[config.mk]
export PLATFORM = sky130hd
export DESIGN_NAME = arp_ctrl
export DESIGN_NICKNAME = d
export VERILOG_FILES = /design/src/rtl/arp_pkg.sv /design/src/rtl/arp_retry_timer.sv /design/src/rtl/arp_ctrl.sv
export SDC_FILE = /design/constraint.sdc
export NUM_CORES = 1
export LEC_CHECK = 0
export BUFFER_PORTS_ARGS = -buffer_cell sky130_fd_sc_hd__clkbuf_2
export CORE_UTILIZATION = 40
export DETAILED_ROUTE_END_ITERATION = 16
export PLACE_DENSITY = 0.72
export SLEW_MARGIN = 20
export SYNTH_ARGS = -nofsm -noshare
export SYNTH_HDL_FRONTEND = slang
export SYNTH_SLANG_ARGS = --single-unit
[constraint.sdc]
create_clock -name clk -period 3.1 [get_ports clk]
set_input_delay 0.62 -clock clk [delete_from_list [all_inputs] [get_ports clk]]
set_output_delay 0.62 -clock clk [all_outputs]
set_load 0.005 [all_outputs]
[src/rtl/arp_pkg.sv]
// arp_pkg: FSM states, ARP opcodes and broadcast MAC shared by the ARP controller files
package arp_pkg;
   typedef enum logic [2:0] {
      IDLE,
      TX_REQ,
      TX_RPLY,
      WAIT_TXDONE,
      WAIT_REPLY
   } arp_state_t;
   localparam logic        ARP_OP_REQ   = 1'b0;
   localparam logic        ARP_OP_REPLY = 1'b1;
   localparam logic [47:0] BCAST_MAC    = 48'hff_ff_ff_ff_ff_ff;
endpackage

[src/rtl/arp_retry_timer.sv]
// arp_retry_timer: saturating 32-bit cycle counter with synchronous load-to-zero and terminal-count flag
module arp_retry_timer #(
   parameter logic [31:0] TERM = 32'd1000
) (
   input  logic clk,
   input  logic reset,
   input  logic i_load,
   input  logic i_en,
   output logic o_tc
);
   logic [31:0] r_cnt;
   // count while enabled and hold at all-ones rather than wrapping
   always_ff @(posedge clk) begin
      if (reset || i_load) r_cnt <= '0;
      else if (i_en && r_cnt != '1) r_cnt <= r_cnt + 32'd1;
   end
   // stays high once reached, so a check delayed by a frame in flight still sees expiry
   assign o_tc = r_cnt >= TERM - 32'd1;
endmodule

[src/rtl/arp_ctrl.sv]
// arp_ctrl: ARP reply/request controller with single-entry cache; optional aging via ARP_CACHE_AGING_EN
module arp_ctrl import arp_pkg::*; #(
   parameter logic [47:0] DES_MAC          = BCAST_MAC,
   parameter logic [31:0] RETRY_CYCLES     = 32'd125_000_000,
   parameter int unsigned MAX_RETRY        = 3,
   parameter logic [31:0] CACHE_TTL_CYCLES = 32'd3_750_000_000
) (
   input  logic        clk,
   input  logic        reset,
   input  logic        arp_rx_done,
   input  logic        arp_rx_type,
   input  logic [47:0] src_mac,
   input  logic [31:0] src_ip,
   output logic        arp_tx_en,
   output logic        arp_tx_type,
   output logic [47:0] des_mac,
   output logic [31:0] des_ip,
   input  logic        tx_done,
   input  logic        resolve_req,
   input  logic [31:0] resolve_ip,
   output logic        resolve_busy,
   output logic        mac_valid,
   output logic [47:0] resolved_mac,
   output logic [31:0] resolved_ip,
   output logic        resolve_fail
);
   arp_state_t  r_state;
   logic        r_tx_en, r_tx_type, r_busy, r_valid, r_fail, r_pend, r_res_pend;
   logic [47:0] r_des_mac, r_rmac, r_buf_mac;
   logic [31:0] r_des_ip, r_rip, r_buf_ip;
   logic [7:0]  r_retry;
   logic        w_rx_req, w_pend, w_miss, w_learn, w_done, w_can_retry, w_late_req;
   logic        w_tmr_load, w_tmr_tc, w_age_tc;
   assign w_rx_req    = arp_rx_done && arp_rx_type == ARP_OP_REQ;
   assign w_pend      = r_pend || w_rx_req;
   assign w_miss      = r_state == IDLE && resolve_req && !(r_valid && resolve_ip == r_rip);
   assign w_learn     = arp_rx_done && src_ip == r_rip && (r_busy || r_valid);
   assign w_done      = w_learn || r_valid;
   assign w_can_retry = 32'(r_retry) < MAX_RETRY;
   assign w_late_req  = r_state == WAIT_TXDONE && tx_done && r_res_pend;
   assign w_tmr_load  = w_miss || w_late_req ||
                        (r_state == WAIT_REPLY && !w_done && !w_pend && w_tmr_tc && w_can_retry);
   arp_retry_timer #(.TERM(RETRY_CYCLES)) u_retry (
      .clk    (clk),
      .reset  (reset),
      .i_load (w_tmr_load),
      .i_en   (r_busy),
      .o_tc   (w_tmr_tc)
   );
`ifdef ARP_CACHE_AGING_EN
   arp_retry_timer #(.TERM(CACHE_TTL_CYCLES)) u_age (
      .clk    (clk),
      .reset  (reset),
      .i_load (w_learn || !r_valid),
      .i_en   (r_valid),
      .o_tc   (w_age_tc)
   );
`else
   logic w_unused_ttl;
   assign w_unused_ttl = ^CACHE_TTL_CYCLES;
   assign w_age_tc     = 1'b0;
`endif
   // protocol FSM with cache, reply buffer and registered transmit outputs
   always_ff @(posedge clk) begin
      if (reset) begin
         r_state    <= IDLE;
         r_tx_en    <= 1'b0;
         r_tx_type  <= 1'b0;
         r_des_mac  <= '0;
         r_des_ip   <= '0;
         r_busy     <= 1'b0;
         r_valid    <= 1'b0;
         r_rmac     <= '0;
         r_rip      <= '0;
         r_fail     <= 1'b0;
         r_pend     <= 1'b0;
         r_res_pend <= 1'b0;
         r_buf_mac  <= '0;
         r_buf_ip   <= '0;
         r_retry    <= '0;
      end else begin
         r_tx_en <= 1'b0;
         r_fail  <= 1'b0;
         if (w_age_tc) r_valid <= 1'b0;
         if (w_learn) begin
            r_rmac  <= src_mac;
            r_valid <= 1'b1;
         end
         unique case (r_state)
            IDLE: begin
               if (w_miss) begin
                  r_rip   <= resolve_ip;
                  r_valid <= 1'b0;
                  r_busy  <= 1'b1;
                  r_retry <= '0;
               end
               // a reply goes first; a simultaneous miss is owed a request after it
               if (w_pend) begin
                  r_res_pend <= w_miss;
                  r_state    <= TX_RPLY;
               end else if (w_miss) r_state <= TX_REQ;
            end
            TX_REQ: begin
               r_tx_en   <= 1'b1;
               r_tx_type <= ARP_OP_REQ;
               r_des_mac <= DES_MAC;
               r_des_ip  <= r_rip;
               r_state   <= WAIT_TXDONE;
            end
            TX_RPLY: begin
               r_tx_en   <= 1'b1;
               r_tx_type <= ARP_OP_REPLY;
               r_des_mac <= r_buf_mac;
               r_des_ip  <= r_buf_ip;
               r_pend    <= 1'b0;
               r_state   <= WAIT_TXDONE;
            end
            WAIT_TXDONE: begin
               if (tx_done) begin
                  r_res_pend <= 1'b0;
                  r_state    <= r_res_pend ? TX_REQ : r_busy ? WAIT_REPLY : IDLE;
               end
            end
            WAIT_REPLY: begin
               if (w_done) begin
                  r_busy  <= 1'b0;
                  r_state <= IDLE;
               end else if (w_pend) r_state <= TX_RPLY;
               else if (w_tmr_tc) begin
                  if (w_can_retry) begin
                     r_retry <= r_retry + 8'd1;
                     r_state <= TX_REQ;
                  end else begin
                     r_fail  <= 1'b1;
                     r_busy  <= 1'b0;
                     r_state <= IDLE;
                  end
               end
            end
            default: r_state <= IDLE;
         endcase
         // capture last, so a new request wins over the clear in TX_RPLY
         if (w_rx_req) begin
            r_buf_mac <= src_mac;
            r_buf_ip  <= src_ip;
            r_pend    <= 1'b1;
         end
      end
   end
   assign arp_tx_en    = r_tx_en;
   assign arp_tx_type  = r_tx_type;
   assign des_mac      = r_des_mac;
   assign des_ip       = r_des_ip;
   assign resolve_busy = r_busy;
   assign mac_valid    = r_valid;
   assign resolved_mac = r_rmac;
   assign resolved_ip  = r_rip;
   assign resolve_fail = r_fail;
endmodule
-- After elaboration in Yosys (flattened, before gate mapping)
Cells that the tools add are included.
- bits in registers: 290
- bits in latches: 0
- bits in writable memories: 0
- ROM bits: 0
- input bits: 118
- output and inout port bits: 165
- word-level logic and storage cells: 111
- memories kept: 0
- add/subtract/negate cells: 2
- $mul: 0
- divide/modulo/power cells: 0
- order comparisons: 2
- eq/ne operators: 19
- shift-type cells: 0
- multiplexer cells: 35
- bitwise gates (word level): 3
- reductions and logical operators: 34
- operators with widths (kind ; number):
    one-hot mux 48 bit (2 select lines) ; 1
    == test 32 bit ; 2
    one-hot mux 32 bit (2 select lines) ; 1
    2-to-1 mux 8 bit ; 5
    adder 32 x 1 -> 32 bit (second input constant) ; 1
    greater-or-equal comparator 32 x 27 -> 1 bit (second input constant) ; 1
    inequality test 32 bit (second input constant) ; 1
    2-to-1 mux 3 bit ; 8
    one-hot mux 8 bit (2 select lines) ; 1
    2-to-1 mux 1 bit ; 15
    inequality test 2 bit (second input constant) ; 7
    logical AND 1 bit ; 13
    inequality test 3 bit (second input constant) ; 4
    one-hot mux 3 bit (4 select lines) ; 1
    adder 8 x 1 -> 8 bit (second input constant) ; 1
    less-than comparator 8 x 2 -> 1 bit (second input constant) ; 1
    nonzero test 2 bit ; 4
    == test 3 x 2 -> 1 bit (second input constant) ; 2
    logical OR 1 bit ; 6
    one-hot mux 1 bit (2 select lines) ; 3
    AND reduction 3 bit ; 2
    AND reduction 6 bit ; 1
    AND reduction 5 bit ; 1
    OR reduction 5 bit ; 1
    other kinds (8) ; 12

-- Logic depth before layout (Yosys ltp)
Gate-level depths: netlist (run 1).
- depth in word-level cells: 11
- depth in mapped cells: 9

-- Cells and area by module
Synthesis (run 1) repeated with hierarchy kept, for this count alone.
- cells, all modules: 1347
- area total of the unflattened synthesis: 11984.0 um^2
- modules (own cells, without submodules) (module ; instances ; cells an instance ; area each (um^2) ; sequential area each (um^2)):
    arp_ctrl ; 1 ; 1133 ; 10222.3 ; 5165.0
    arp_retry_timer ; 1 ; 214 ; 1761.7 ; 640.6

-- Least setup slack after synthesis (run 1)
OpenSTA, ideal clock, no wires.
- path kind: in2reg
- start: input resolve_ip[0]
- end: register u_retry.r_cnt[28]
- setup time: 0.074 ns
- data arrival time: 2.294 ns
- data required time: 3.026 ns
- slack: 0.732 ns
- cell stages on the path: 8
- path buffers: 2
- cells stage by stage: xnor2_1 nand4_1 or4_4 o31ai_4 o211ai_2 buf_6 buf_6 nor3_2
- cells in the longest elaborated chain, start to end: 7
- ends and longest elaborated chain (element ; line ; source):
    start: declaration ; arp_ctrl.sv:20 ; input logic [31:0] resolve_ip,
    == test 32 bit ; arp_ctrl.sv:36 ; assign w_miss = r_state == IDLE && resolve_req && !(r_valid && resolve_ip == r_rip);
    logical AND 1 bit ; arp_ctrl.sv:36 ;
    logical NOT 1 bit ; arp_ctrl.sv:36 ;
    logical AND 1 bit ; arp_ctrl.sv:36 ;
    logical OR 1 bit (2 in series) ; arp_ctrl.sv:41 ; assign w_tmr_load = w_miss || w_late_req ||
    logical OR 1 bit ; arp_retry_timer.sv:14 ; if (reset || i_load) r_cnt <= '0;
    end signal: assignment ; arp_retry_timer.sv:15 ; else if (i_en && r_cnt != '1) r_cnt <= r_cnt + 32'd1;
    end: declaration ; arp_retry_timer.sv:11 ; logic [31:0] r_cnt;
No other way between the ends.
A chain may end at the register's enable or synchronous reset.

-- Final worst setup path (run 1)
- start: register r_rip[11] (netlist: resolved_ip[11])
- end: register u_retry.r_cnt[24]
- cells in the longest elaborated chain, start to end: 11
- elaborated cells on any way between the ends: 16
- classes of those cells: 2 x eq/ne; 14 x reduce/logical
- ends and longest elaborated chain (element ; line ; source):
    start: declaration ; arp_ctrl.sv:30 ; logic [31:0] r_des_ip, r_rip, r_buf_ip;
    start signal: assignment ; arp_ctrl.sv:92 ; r_rip <= resolve_ip;
    == test 32 bit ; arp_ctrl.sv:37 ; assign w_learn = arp_rx_done && src_ip == r_rip && (r_busy || r_valid);
    logical AND 1 bit (2 in series) ; arp_ctrl.sv:37 ;
    logical OR 1 bit ; arp_ctrl.sv:38 ; assign w_done = w_learn || r_valid;
    logical NOT 1 bit ; arp_ctrl.sv:42 ; (r_state == WAIT_REPLY && !w_done && !w_pend && w_tmr_tc && w_can_retry);
    logical AND 1 bit (4 in series) ; arp_ctrl.sv:42 ;
    logical OR 1 bit * ; arp_ctrl.sv:41 ;
    logical OR 1 bit * ; arp_retry_timer.sv:14 ;
Every way passes the cells marked *; elsewhere a longest branch is shown, timed or not.

==> results of run 1 <==
-- stage by stage --
stage	cell area, µm²	instances	worst slack, ns	power [mW]	hold WS, ns
after global routing	14500	1988	0.342	10.0	0.263
after floorplan	11700	1347	0.732	5.24	0.408
after global placement	13500	1932	0.343	5.91	0.415
after detailed placement	13500	1932	0.312	5.95	0.418
final	14500	1988	0.589	9.58	0.272
after CTS	14500	1988	0.589	9.65	0.252
-- registers in the layout, summed over array words and instances, names as in the netlist, 3 cells and up --
register       cells
des_mac           48
r_retry            8
r_buf_ip          32
r_buf_mac         48
u_retry.r_cnt     32
resolved_ip       32
resolved_mac      48
des_ip            32
r_state            3
-- cell usage in the layout (no fill, tap or decap), types with 2 or more instances in the layout --
cell	count
a211oi_1	33
a21o_1	2
a21oi_1	115
and2_1	5
and3_1	8
and4_1	4
buf_12	7
buf_4	15
bufinv_16	2
clkbuf_1	2
clkbuf_16	31
clkbuf_2	281
clkbuf_8	7
clkinv_2	11
dfxtp_1	290
ha_1	2
inv_1	11
mux2i_1	81
nand2_1	177
nand3_1	55
nand3b_1	3
nand4_1	16
nor2_1	153
nor3_1	48
nor3_2	5
nor3b_1	4
nor4_1	25
o211ai_1	2
o21ai_0	36
o22ai_1	49
or3_1	2
xnor2_1	35
xor2_1	61
-- synthesized netlist by cell type (3+ instances only) --
cell type	instances
a21oi_1	115
o22ai_1	49
and2_1	5
nor3b_1	4
mux2i_1	81
dfxtp_1	290
inv_1	11
buf_2	8
nor3_1	50
nor3_2	3
and4_1	4
clkbuf_1	91
o21ai_0	36
nand3_1	55
xor2_1	61
nand2_1	178
nand3b_1	3
a211oi_1	33
nor2_1	155
nor4_1	25
nand4_1	16
and3_1	8
xnor2_1	35
-- worst min-delay path, stage by stage --
cell	delay [ns]
clkbuf_2	0.09
nand2_1	0.05
a21oi_1	0.05
-- power groups by stage --
stage / Combinational, mW / Clock (mW) / Sequential (mW)
floorplan: 0.895 / 0 / 4.34
global placement: 1.56 / 0 / 4.35
detailed placement: 1.59 / 0 / 4.36
CTS: 1.60 / 3.76 / 4.29
global route: 1.75 / 3.93 / 4.33
finish: 1.59 / 3.70 / 4.29
-- metal layers --
layer	part of all wire, %	track usage, %	wire length [µm]	up-vias
met4	3.4	8.22	1110	0
met5	0	0	0	-
met1	43	28.5	14100	5008
li1	-	-	-	5137
met3	8.7	4.86	2860	80
met2	45	33.7	14800	498
-- cell families (layout without fill, tap and decap cells) --
| logic type | Yosys count | count (layout) | synth area share [%] |
|---|---|---|---|
| AO/OA/AOI/OAI | 252 | 252 | 12.8 |
| XOR/XNOR | 96 | 96 | 7.18 |
| buffers and inverters | 114 | 371 | 3.87 |
| flip-flops | 290 | 290 | 49.6 |
| multiplexers | 81 | 81 | 6.92 |
| adder cells (fa/ha/maj) | 2 | 2 | 0.214 |
| AND/OR/NAND/NOR | 512 | 512 | 19.4 |
-- final timing paths --
kind | from | endpoint | slack (ns) | cells after the start
max reg2reg | resolved_ip[11] | u_retry.r_cnt[24] | 0.59 | 7
min | src_mac[42] | r_buf_mac[42] | 0.27 | 3
min reg2reg | r_retry[3] | r_retry[3] | 0.43 | 2
max | resolved_ip[11] | u_retry.r_cnt[24] | 0.59 | 7
-- cell type report --
class	instances	share of cell area, %
Sequential cell	290	40.0
Multi-Input combinational cell	943	37.8
Timing Repair Buffer	304	11.5
Clock buffer	39	5.96
Tap cell	384	3.31
Clock inverter	17	1.10
Inverter	11	0.284
==> metrics, run 1 <==
status=finished, final reports clean; slowest CP cell=nor4_1; postcts setup bufs=0; Maximum Capacitance Violations=0; Tightest Pin Transition=0.998 ns; DR pass1 iterations=5; yosys warns=0; Register Area=a little under 6000 µm²; #FFs+latches synth=290; RSZ-0062 raised after global routing=no; Int Power=around 7 mW; asr flop ratio synth=0%; EDFF count, synth=0; Clock Sinks=290; Reg clk slew, reported paths=0.06 ns; post-synth cell types=47; power share of the clock group=between 30% and 40%; Final Hold Fails=0; setup TNS=0 ns; power per cell area=~660 nW/µm²; vias in the first global route=around 10000; Mapped Area=11700 µm²; CTS tree=yes; FILL cells=2691; final setup fails=0; die width=~170 µm; Mapped Nets=1467; Crit path buffers/inverters=1; Die H=approximately 170 µm; Final HPWL DP=between 20 and 25 mm; crit-path max cell delay=between 0.4 and 0.5 ns; share of cells above drive strength 1=23.3%; Synth area leader=dfxtp_1; initial antenna violation count=0; Hold Buf Count CTS=0; initial core utilization=40.7%; Area Overhead vs Synth=24.0%; CP max FO=39; antenna cell count=0; Clock Tree Buf Depth=3; leak pwr=about 6.0 nW; # resized after CTS=0; cell family with most CP delay=simple AND/OR/NAND/NOR gates; switch share=about 28%; crit start category=flip-flop; post-synthesis sequential area ratio=between 40% and 50%; All-Layer GR Usage=roughly 21%; Psw=approximately 2.7 mW; total wire length=roughly 33 mm; area of the multi-input gates=around 5500 µm²; Max Clock Skew=~0.023 ns; Layout Nets=around 1700; Mean Syn Cell Area=approximately 8.7 µm²; I/O Pins=~280; clk_lat worst skew=roughly 0.58 ns; vias=10700; Hold WC Path Type=in2reg; Data arrival, critical path=2.99 ns; Max Clk Rate=~0.40 GHz; Slew Viols, Final=0; post-route ant nets=0; cells after synthesis=~1300; DRC Markers=0; critical path class=reg2reg; Combinational Power Share=16.6%; Final GP Congestion=slightly below 0.9; Vias/cell=around 5.4; IR drop worst, VDD=0.368 mV; DR iter-0 viols=734; number of port buffers=about 280; final worst path period need=~2.5 ns; H-Tree Level Count=1; worst rel slew slack=approximately a third; CP endpoint kind=flip-flop; GR Overflow Total=0; largest net degree at the start of global routing=roughly 140; CTS Buf Count=31; first-pass GRT wire length=around 53 mm; drt wl/cell=around 17 µm; core area=between 20000 and 30000 µm²; Yosys top cell area share=49.6%; sequential share of power=~45%; Core Util, Final=approximately half; Tcrit/Tclk final=81.0%; Area contributors post-synth=dfxtp_1 50%, mux2i_1 6.9%, nand2_1 5.7%; ordered cell list for the critical path=xor2_1 -> nor4_1 -> nand3b_1 -> o311ai_2 -> o211ai_2 -> buf_4 -> nor3_1; ys flop type=dfxtp_1; CTS root buffer=clkbuf_16; row count=62; Worst EP required=between 3 and 4 ns; die footprint=about 30000 µm²
(Power assumes the default switching activity.)
==> inputs of run 2 (changes only) <==
--- a/config.mk
+++ b/config.mk
@@ -8,7 +8,7 @@
 export BUFFER_PORTS_ARGS = -buffer_cell sky130_fd_sc_hd__clkbuf_2
 export CORE_UTILIZATION = 40
 export DETAILED_ROUTE_END_ITERATION = 16
-export PLACE_DENSITY = 0.72
+export PLACE_DENSITY = 0.74
 export SLEW_MARGIN = 20
 export SYNTH_ARGS = -nofsm -noshare
 export SYNTH_HDL_FRONTEND = slang
==> constraint.sdc (replaced) <==
create_clock -name clk -period 2.3 [get_ports clk]
set_input_delay 0.46 -clock clk [delete_from_list [all_inputs] [get_ports clk]]
set_output_delay 0.46 -clock clk [all_outputs]
set_load 0.005 [all_outputs]
==> metrics, run 2 (same netlist as run 1, synthesis figures left out) <==
status=finished, violations left (was finished, final reports clean); most frequent cells in the layout=283 x dfxtp_1, 281 x clkbuf_2, 177 x nand2_1 (was 290 x dfxtp_1, 281 x clkbuf_2, 177 x nand2_1); CTS tree=yes (unchanged); Die H=173 µm (unchanged); first-pass GRT wire length=54.4 mm (was 53.0 mm); worst r2r src=resolved_ip[11] (unchanged); CTS Buf Count=34 (was 31); die width=173 µm (unchanged); worst rel slew slack=35.2% (was 33.5%); post-route setup slack=-0.0569 ns (was 0.589 ns); final setup fails=25 (was 0); ordered cell list for the critical path=xnor2_4 -> nand4_1 -> or4_4 -> o31ai_4 -> buf_6 -> o211ai_4 -> clkbuf_16 -> nor3_1 (was xor2_1 -> nor4_1 -> nand3b_1 -> o311ai_2 -> o211ai_2 -> buf_4 -> nor3_1); clk_lat worst skew=0.52 ns (was 0.58 ns); Combinational Power Share=17.1% (was 16.6%); RSZ-0062 raised after global routing=yes (was no); Int Power=9.76 mW (was 6.86 mW); crit-path max cell delay=0.57 ns (was 0.49 ns); sequential share of power=42.6% (was 44.8%); IR drop worst, VDD=0.642 mV (was 0.368 mV); Final GP Congestion=0.906 (was 0.870); share of cells above drive strength 1=28.1% (was 23.3%); die footprint=30000 µm² (unchanged); CTS root buffer=clkbuf_16 (unchanged); Hold Buf Count CTS=0 (unchanged); Reg clk slew, reported paths=0.06 ns (about the same); Maximum Capacitance Violations=0 (unchanged); r2r worst-path depth=8 (was 7); slowest CP cell=or4_4 (was nor4_1); Pwr Total=13.5 mW (was 9.58 mW); hold path start=src_mac[1] (was src_mac[42]); Reg2Reg Setup Slack=-0.06 ns (was 0.59 ns); CP Launch Point=resolved_ip[11] (unchanged); DR iter-0 viols=821 (was 734); H-Tree Level Count=2 (was 1); Worst EP required=2.71 ns (was 3.58 ns); CP endpoint kind=flip-flop (unchanged); number of port buffers=282 (unchanged); All-Layer GR Usage=22.0% (was 21.4%); initial core utilization=40.7% (unchanged); post-route ant nets=0 (unchanged); Tightest Pin Transition=0.972 ns (was 0.998 ns); vias=11100 (was 10700); R2R Path End=u_retry.r_cnt[6] (was u_retry.r_cnt[24]); Core Util, Final=53.9% (was 50.4%); GR Overflow Total=0 (unchanged); largest net degree at the start of global routing=115 (was 137); Max Clock Skew=0.0283 ns (was 0.0228 ns); final worst path period need=2.36 ns (was 2.51 ns); critical path class=reg2reg (unchanged); total wire length=34.7 mm (was 32.9 mm); DR pass1 iterations=5 (unchanged); Final Hold Fails=0 (unchanged); power share of the clock group=40.2% (was 38.6%); switch share=27.7% (was 28.4%); Vias/cell=5.36 (was 5.39); Slew Viols, Final=0 (unchanged); drt wl/cell=16.8 µm (was 16.5 µm); Clock Sinks=290 (unchanged); Hold Path Stages=3 (unchanged); Tcrit/Tclk final=102% (was 81.0%); failing checks=setup timing; Psw=3.74 mW (was 2.72 mW); core area=28800 µm² (unchanged); Hold WC Path Type=in2reg (unchanged); Worst Hold End=r_buf_mac[1] (was r_buf_mac[42]); Area after DPL=14000 µm² (was 13500 µm²); Final HPWL DP=23.4 mm (was 22.1 mm); I/O Pins=283 (unchanged); Area Overhead vs Synth=32.5% (was 24.0%); crit start category=flip-flop (unchanged); dpl ws=-0.309 ns (was 0.312 ns); most common cell after layout, fill and taps aside=dfxtp_1 (unchanged); Finished Cell Area=15500 µm² (was 14500 µm²); leak pwr=6.49 nW (was 5.98 nW); Data arrival, critical path=2.77 ns (was 2.99 ns); Layout Nets=1774 (was 1701); Max Clk Rate=0.424 GHz (was 0.398 GHz); CP max FO=19 (was 39); DRC Markers=0 (unchanged); initial antenna violation count=2 (was 0); power per cell area=870 nW/µm² (was 660 nW/µm²); vias in the first global route=10400 (was 10000); row count=62 (unchanged); Clock Tree Buf Depth=3 (unchanged)
run 2: final cells by class:
type | instances | area (µm²)
fillers | 2562 | 13300
flip-flops and latches | 290 | 5820
multi-input cells | 943 | 5650
repair buffers | 374 | 2390
clock buffers | 50 | 1020
well taps | 384 | 480
clock inverters | 10 | 113
inverters | 11 | 41.3
diodes | 2 | 5.00
run 2: stage by stage:
step / TNS, ns / cells / hold slack (ns)
after floorplan: 0 / 1347 / 0.408
after global placement: -26.74 / 1993 / 0.416
after detailed placement: -26.64 / 1993 / 0.420
after CTS: 0 / 2055 / 0.173
after global routing: -6.30 / 2064 / 0.180
final: -0.582 / 2064 / 0.190
run 2: worst max-delay path by stage:
stage | to | slack, ns | cells past startpoint
6_report | u_retry.r_cnt[6] | -0.06 | 8
5_1_grt | resolved_mac[29] | -0.13 | 9
4_1_cts | resolved_mac[19] | 0.004 | 9
3_5_place_dp | resolved_mac[19] | -0.31 | 10
3_3_place_gp | resolved_mac[43] | -0.35 | 10
2_1_floorplan | u_retry.r_cnt[28] | 0.09 | 8
run 2: power groups by stage:
stage,combinational [mW],clock (mW),sequential (mW)
floorplan,1.21,0,5.85
global placement,2.21,0,5.83
detailed placement,2.25,0,5.85
CTS,2.28,5.51,5.75
global route,2.54,5.74,5.81
finish,2.31,5.43,5.75
run 2: critical path, delay by kind of cell (launching register included):
| kind | cells | cell delay (ns) |
|---|---|---|
| AOI/OAI and AO/OA | 2 | 0.40 |
| xor gates and xnor gates | 1 | 0.20 |
| buffers and inverters | 2 | 0.37 |
| DFF | 1 | 0.37 |
| and+or+nand+nor | 3 | 0.91 |
run 2: metal layers:
| layer | up-vias | global-route usage, % | routed length (µm) |
|---|---|---|---|
| met2 | 465 | 35.2 | 16100 |
| met5 | - | 0 | 0 |
| li1 | 5287 | - | - |
| met1 | 5221 | 28.0 | 14600 |
| met3 | 99 | 5.34 | 2650 |
| met4 | 0 | 10.4 | 1390 |
run 2: what timing repair did:
item                       in CTS  in global routing
buffers inserted                2                  5
pin swaps                       3                 15
gates cloned                    0                  3
setup endpoints to repair     108                124
gates resized for setup         8                 45
==> inputs of run 3 (changes only) <==
--- a/config.mk
+++ b/config.mk
@@ -9,6 +9,7 @@
 export CORE_UTILIZATION = 40
 export DETAILED_ROUTE_END_ITERATION = 16
 export PLACE_DENSITY = 0.74
+export REMOVE_ABC_BUFFERS = 1
 export SLEW_MARGIN = 20
 export SYNTH_ARGS = -nofsm -noshare
 export SYNTH_HDL_FRONTEND = slang
==> metrics, run 3 (same netlist as run 1, synthesis figures left out) <==
Hold WC Path Type=in2reg (unchanged); Tcrit/Tclk final=98.3% (was 102%); drt wl/cell=16.5 µm (was 16.8 µm); crit-path max cell delay=0.44 ns (was 0.57 ns); Clock Tree Buf Depth=3 (unchanged); core area=28800 µm² (unchanged); status=finished, final reports clean (was finished, violations left); DR pass1 iterations=7 (was 5); Vias/cell=5.28 (was 5.36); Clock Sinks=290 (unchanged); sequential share of power=43.7% (was 42.6%); CTS Buf Count=29 (was 34); IR drop worst, VDD=0.812 mV (was 0.642 mV); Maximum Capacitance Violations=0 (unchanged); CP endpoint kind=flip-flop (unchanged); Psw=3.59 mW (was 3.74 mW); GR Overflow Total=0 (unchanged); Pwr Total=13.2 mW (was 13.5 mW); Fin Hold WS=0.157 ns (was 0.190 ns); Hold Path Stages=3 (unchanged); ordered cell list for the critical path=xor2_1 -> nor4_2 -> buf_4 -> nand4_1 -> o311ai_2 -> o211ai_2 -> buf_12 -> nor3_1 (was xnor2_4 -> nand4_1 -> or4_4 -> o31ai_4 -> buf_6 -> o211ai_4 -> clkbuf_16 -> nor3_1); CTS root buffer=clkbuf_16 (unchanged); die width=173 µm (unchanged); final worst path period need=2.26 ns (was 2.36 ns); Worst Hold End=r_buf_mac[12] (was r_buf_mac[1]); Area Overhead vs Synth=29.0% (was 32.5%); row count=62 (unchanged); DRC Markers=0 (unchanged); I/O Pins=283 (unchanged); post-route setup slack=0.0394 ns (was -0.0569 ns); die footprint=30000 µm² (unchanged); vias=10800 (was 11100); cell family with most CP delay=simple AND/OR/NAND/NOR gates (unchanged); hold path start=src_mac[12] (was src_mac[1]); Int Power=9.61 mW (was 9.76 mW); total wire length=33.7 mm (was 34.7 mm); Layout Nets=1754 (was 1774); clk_lat worst skew=0.54 ns (was 0.52 ns); dpl ws=-0.324 ns (was -0.309 ns); share of cells above drive strength 1=26.8% (was 28.1%); post-route ant nets=0 (unchanged); Final GP Congestion=0.836 (was 0.906); Final HPWL DP=23.1 mm (was 23.4 mm); slowest CP cell=dfxtp_1 (was or4_4); Combinational Power Share=17.1% (about the same); Hold Buf Count CTS=0 (unchanged); Data arrival, critical path=2.71 ns (was 2.77 ns); critical path class=reg2reg (unchanged); Worst EP required=2.75 ns (was 2.71 ns); Slew Viols, Final=0 (unchanged); leak pwr=6.31 nW (was 6.49 nW); All-Layer GR Usage=21.8% (was 22.0%); power per cell area=874 nW/µm² (was 870 nW/µm²); largest net degree at the start of global routing=159 (was 115); number of port buffers=282 (unchanged); Area after DPL=13900 µm² (was 14000 µm²); most frequent cells in the layout=284 x dfxtp_1, 281 x clkbuf_2, 177 x nand2_1 (was 283 x dfxtp_1, 281 x clkbuf_2, 177 x nand2_1); H-Tree Level Count=1 (was 2); R2R Path End=u_retry.r_cnt[24] (was u_retry.r_cnt[6]); crit start category=flip-flop (unchanged); Finished Cell Area=15100 µm² (was 15500 µm²); Crit path buffers/inverters=2 (unchanged); CP max FO=39 (was 19); Max Clock Skew=0.0172 ns (was 0.0283 ns); final setup fails=0 (was 25); initial antenna violation count=3 (was 2); vias in the first global route=10300 (was 10400); CTS tree=yes (unchanged); first-pass GRT wire length=53.9 mm (was 54.4 mm); Die H=173 µm (unchanged); Tightest Pin Transition=0.991 ns (was 0.972 ns); most common cell after layout, fill and taps aside=dfxtp_1 (unchanged); Reg clk slew, reported paths=0.06 ns (about the same); initial core utilization=40.7% (unchanged); DR iter-0 viols=824 (was 821); Max Clk Rate=0.442 GHz (was 0.424 GHz); Reg2Reg Setup Slack=0.04 ns (was -0.06 ns); Final Hold Fails=0 (unchanged); switch share=27.2% (was 27.7%); worst rel slew slack=34.0% (was 35.2%); r2r worst-path depth=8 (unchanged); worst r2r src=resolved_ip[16] (was resolved_ip[11]); RSZ-0062 raised after global routing=yes (unchanged); power share of the clock group=39.2% (was 40.2%)
## run 3: changes by cell type in the layout (fill, tap and decap cells not counted), moves of 2 or more
cell       previous run  this run
xnor2_1              32        34
buf_12               13         9
buf_6                 9         3
inv_6                 2         0
clkbuf_16            38        29
clkbuf_8             10         3
buf_4                63        65
bufinv_16             2         7
buf_8                 4         1
clkbuf_1              6         4
## run 3: per-stage QoR
stage | setup TNS [ns] | cells | utilization [%]
after floorplan | -552.96 | 1244 | -
after global placement | -27.50 | 1983 | 48.3
after detailed placement | -29.57 | 1983 | 48.3
after CTS | -0.00228 | 2037 | 52.1
after global routing | -4.11 | 2040 | 52.5
final | 0 | 2040 | 52.5
## run 3: final cells by class
cell class	instances	area, µm²
clock inverters	16	267
flip-flops and latches	290	5820
clock buffers	36	782
repair buffers	359	2120
inverters	11	41.3
diodes	1	2.50
well taps	384	480
fillers	2609	13700
multi-input cells	943	5590
## run 3: timing repair
item / in CTS / in global routing
gates resized for setup: 9 / 19
buffers inserted: 2 / 2
endpoints found under the hold margin: 0 / 0
endpoints found under the setup margin: 115 / 108
pin swaps: 2 / 8
## run 3: power groups by stage
stage / logic [mW] / registers, mW / clock network, mW
floorplan: 1.14 / 5.87 / 0
global placement: 2.20 / 5.84 / 0
detailed placement: 2.23 / 5.87 / 0
CTS: 2.26 / 5.76 / 5.25
global route: 2.48 / 5.81 / 5.49
finish: 2.26 / 5.76 / 5.18
## run 3: worst max-delay path by stage
stage	start	endpoint	slack [ns]	cells after the start
after global placement	src_ip[21]	resolved_mac[37]	-0.30	10
final	resolved_ip[16]	u_retry.r_cnt[24]	0.04	8
after CTS	resolved_ip[29]	resolved_mac[26]	-0.002	10
after floorplan	src_ip[3]	r_state[0]	-4.57	6
after global routing	resolved_ip[9]	u_retry.r_cnt[13]	-0.11	8
after detailed placement	src_ip[25]	resolved_mac[26]	-0.32	10
## run 3: routing by layer
metal  part of all wire (%)  up-vias  GRT usage (%)  wire length [µm]
li1                       -     5229              -                 -
met1                     40     5114           25.6             13400
met2                     48      359           37.2             16400
met3                    8.2       74           6.79              2750
met4                    3.5        2           8.00              1170
met5                  0.039        -              0                13
## run 3: worst reg2reg max path, stage by stage, from the launching register on
cell      delay, ns
dfxtp_1        0.44
xor2_1         0.11
nor4_2         0.33
buf_4          0.18
nand4_1        0.18
o311ai_2       0.36
o211ai_2       0.16
buf_12         0.21
nor3_1         0.22
